## src/rtl/mat_result_drain.sv

```systemverilog
// mat_result_drain: snapshots i_C on i_done, streams it row-major as o_data/o_valid/i_ready beats tagged by o_row/o_col/o_last; o_busy while streaming, o_overrun sticky on dropped strobes
module mat_result_drain #(
  parameter int W = 16,
  parameter int N = 3
) (
  input  logic                   i_clk,
  input  logic                   i_rst,
  input  logic                   i_done,
  input  logic [W*N*N-1:0]       i_C,
  output logic [W-1:0]           o_data,
  output logic                   o_valid,
  input  logic                   i_ready,
  output logic                   o_last,
  output logic [$clog2(N)-1:0]   o_row,
  output logic [$clog2(N)-1:0]   o_col,
  output logic                   o_busy,
  output logic                   o_overrun
);
  localparam int RW = $clog2(N);
  localparam int KW = $clog2(N*N);
  localparam logic [RW-1:0] END_IDX = RW'(N-1);
  typedef enum logic {IDLE, STREAM} state_t;
  state_t state;
  logic [W-1:0] sh [N*N];
  logic [KW-1:0] idx;
  assign o_last = o_valid && o_row == END_IDX && o_col == END_IDX;
  assign o_data = o_valid ? sh[idx] : '0;
  always_ff @(posedge i_clk or posedge i_rst)
    if (i_rst) begin
      state     <= IDLE;
      o_valid   <= 1'b0;
      o_busy    <= 1'b0;
      o_overrun <= 1'b0;
      o_row     <= '0;
      o_col     <= '0;
      idx       <= '0;
      for (int k = 0; k < N*N; k++) sh[k] <= '0;
    end else if (state == IDLE || (i_ready && o_last)) begin
      if (i_done) begin
        for (int k = 0; k < N*N; k++) sh[k] <= i_C[W*(N*N-k)-1 -: W];
        state   <= STREAM;
        o_valid <= 1'b1;
        o_busy  <= 1'b1;
      end else begin
        state   <= IDLE;
        o_valid <= 1'b0;
        o_busy  <= 1'b0;
      end
      o_row <= '0;
      o_col <= '0;
      idx   <= '0;
    end else begin
      if (i_done) o_overrun <= 1'b1;
      if (i_ready) begin
        idx   <= idx + KW'(1);
        o_col <= o_col == END_IDX ? '0 : o_col + RW'(1);
        o_row <= o_col == END_IDX ? o_row + RW'(1) : o_row;
      end
    end
endmodule
```

## config.mk

```make
export PLATFORM = sky130hd
export DESIGN_NAME = mat_result_drain
export DESIGN_NICKNAME = d
export VERILOG_FILES = /design/src/rtl/mat_result_drain.sv
export SDC_FILE = /design/constraint.sdc
export NUM_CORES = 1
export LEC_CHECK = 0
export BUFFER_PORTS_ARGS = -buffer_cell sky130_fd_sc_hd__buf_2
export CAP_MARGIN = 25
export CORE_MARGIN = 4
export CORE_UTILIZATION = 44
export CTS_BUF_LIST = sky130_fd_sc_hd__clkbuf_2
export DETAILED_ROUTE_END_ITERATION = 16
export PLACE_DENSITY_LB_ADDON = 0.1
export SYNTH_ARGS = -nofsm -noshare
export SYNTH_HDL_FRONTEND = slang
export SYNTH_SLANG_ARGS = --single-unit
export TNS_END_PERCENT = 50
```

## constraint.sdc

```tcl
create_clock -name i_clk -period 6.5 [get_ports i_clk]
set_input_delay 0.975 -clock i_clk [delete_from_list [all_inputs] [get_ports i_clk]]
set_output_delay 0.975 -clock i_clk [all_outputs]
set_load 0.02 [all_outputs]
```

==> flow_metrics.env <==
export IMPL_die_x_um=138
export IMPL_hold_violations=0
export IMPL_cts_root_buf="clkbuf_2"
export IMPL_synthArstFlopShare_pct=100
export IMPL_yosysWarningCount=0
export IMPL_grt_max_degree=84
export IMPL_syn_nets=641
export IMPL_hp_class="in -> async"
export IMPL_final_common_cell="buf_2"
export IMPL_grt_ovfl_total=0
export IMPL_regToRegEndpoint="sh[12]"
export IMPL_finalPower_w=0.00391
export IMPL_critPathCaptureType="output pin"
export IMPL_cts_setup_buffers=0
export IMPL_syn_inst=491
export IMPL_p_per_area_nw_per_um2=456
export IMPL_clockBufferDepth=2
export IMPL_relSlewSlack_pct=34.9
export IMPL_cap_violations=0
export IMPL_maxSlewViolCount=0
export IMPL_max_freq_mhz=238
export IMPL_num_vias=4587
export IMPL_cts_buffers=17
export IMPL_rsz0062_at_grt="false"
export IMPL_tritoncts="built"
export IMPL_die_area_um2=19000
export IMPL_clkSinkCount=154
export IMPL_grt_pass1_vias=5091
export IMPL_coreArea_um2=16600
export IMPL_peakVddDrop_uv=201
export IMPL_routed_via_density=5.15
export IMPL_fin_tns_setup_ns=0
export IMPL_cp_arrival_ns=3.22
export IMPL_area_delta_synth_final_pct=15.2
export IMPL_synth_cell_types=37
export IMPL_r2r_start="o_row[0]"
export IMPL_tightest_slew_ns=0.976
export IMPL_finalCritPeriodShare_pct=64.6
export IMPL_fin_skew_ns=0.0307
export IMPL_wl_per_cell_um=19.1
export IMPL_p_leak_nw=4.00
export IMPL_antenna_found_initial=3
export IMPL_setup_viol=0
export IMPL_layout_common_cells="buf_2, dfrtp_1, mux2_2"
export IMPL_start_util_pct=44.8
export IMPL_utilization_pct=51.6
export IMPL_ff2ff_setup_slack_ns=4.17
export IMPL_clock_latency_ns=0.71
export IMPL_fp_dieH_um=138
export IMPL_ant_nets=0
export IMPL_clk_pin_slew_ns=0.23
export IMPL_yosysSeqAreaShare_pct=51.8
export IMPL_outcome="complete, no violations"
export IMPL_ctsResizeCount=0
export IMPL_first_pass_iters=4
export IMPL_netlist_area_um2=7440
export IMPL_nets=801
export IMPL_ioPinCount=172
export IMPL_grtUsageTotal_pct=18.2
export IMPL_grt_first_pass_wirelength_um=27700
export IMPL_drt_initial_drc_count=231
export IMPL_hold_buffers=0
export IMPL_place_gp_congestion=0.813
export IMPL_post_route_min_period_ns=4.20
export IMPL_ys_ff_latch=154
export IMPL_synth_area_per_cell_um2=15.1
export IMPL_r2r_worst_path_cells=8
export IMPL_start_kind="flop"
export IMPL_drive_gt1_share_pct=56.6
export IMPL_portBuffers=171
export IMPL_htree_num_levels=4
export IMPL_rows=47
export IMPL_critical_path_class="reg -> out"
export IMPL_wl_um=17000
export IMPL_worstPathRequired_ns=5.52
export IMPL_setup_ws_ns=2.30
export IMPL_drc_errors=0
export IMPL_crit_fanout=22
export IMPL_pre_cts_ws_ns=3.01
export IMPL_synth_enable_flop_cells=0
export IMPL_hpwl_um=12100
export IMPL_ys_flop_type="dfrtp_1"
export IMPL_fill_cells=1478
-- cell usage after synthesis (all sizes together) (2+ instances only) --
cell	count	area share (%)
a21boi	19	1.9
a21oi	3	0.20
a221oi	16	1.9
and2	3	0.29
buf	26	4.0
clkbuf	11	0.56
dfrtp	154	52
ha	2	0.34
inv	4	0.20
mux2	144	25
mux2i	32	4.3
mux4	16	4.8
nand2	18	0.91
nand2b	3	0.25
nand3b	4	0.57
nor2b	5	0.42
nor3	2	0.13
o21a	2	0.20
o21ai	18	1.3
-- final cells by class --
type	count	area, um^2	area share, %
Antenna cell	6	15.0	0.175
Tap cell	220	275	3.21
Timing Repair Buffer	178	961	11.2
Multi-Input combinational cell	296	3230	37.7
Inverter	4	20.0	0.234
Clock inverter	15	119	1.39
Clock buffer	17	85.1	0.994
Sequential cell	154	3860	45.0
-- per-stage QoR --
stage          std cells  hold WS (ns)  area, um^2
2_1_floorplan        491         0.475        7440
5_1_grt              889         0.283        8560
6_report             890         0.353        8560
4_1_cts              880         0.296        8470
3_5_place_dp         848         0.456        8260
3_3_place_gp         848         0.459        8260
-- flip-flops by register name, summed over array words and instances (netlist names) --
name	cells
o_row	2
idx	4
state	1
o_overrun	1
sh	144
o_col	2
-- worst max-delay path, stage by stage, from the launching register on --
cell and delay, ns:
dfrtp_1 1.04, nor2b_1 0.35, buf_4 0.28, a221oi_1 0.29, o21ai_0 0.15, a21boi_0 0.20, buf_2 0.19
-- cells by family after synthesis --
group	count (synthesis)	synth area share [%]
xor+xnor	1	0.118
buf+inv	41	4.73
simple gates	42	3.43
mux	192	34.0
flops	154	51.8
fa+ha+maj	2	0.336
compound gates	59	5.57
-- power breakdown --
group / switching (W) / internal, W
registers: 0.000349 / 0.00141
clock network: 0.000362 / 0.000106
logic: 0.000724 / 0.000957
-- how the worst max path moves through the flow --
stage | startpoint | to | depth (start not counted)
final | idx[1] | o_data[7] | 6
after global routing | idx[1] | o_data[7] | 6
after CTS | idx[1] | o_data[1] | 5
after detailed placement | idx[1] | o_data[1] | 5
after global placement | idx[1] | o_data[3] | 5
after floorplan | i_rst | idx[0] | 1
-- metal layers --
layer  part of all wire (%)  vias up  wire, um  track usage (%)
met4                   0.44        4        74             4.21
met1                     48     2319      8100             25.9
met3                    5.7       10       969             6.18
li1                       -     2132         -                -
met2                     46      122      7800             27.3
met5                   0.15        -        26                0
No activity file was read; power rests on OpenSTA's default activity.
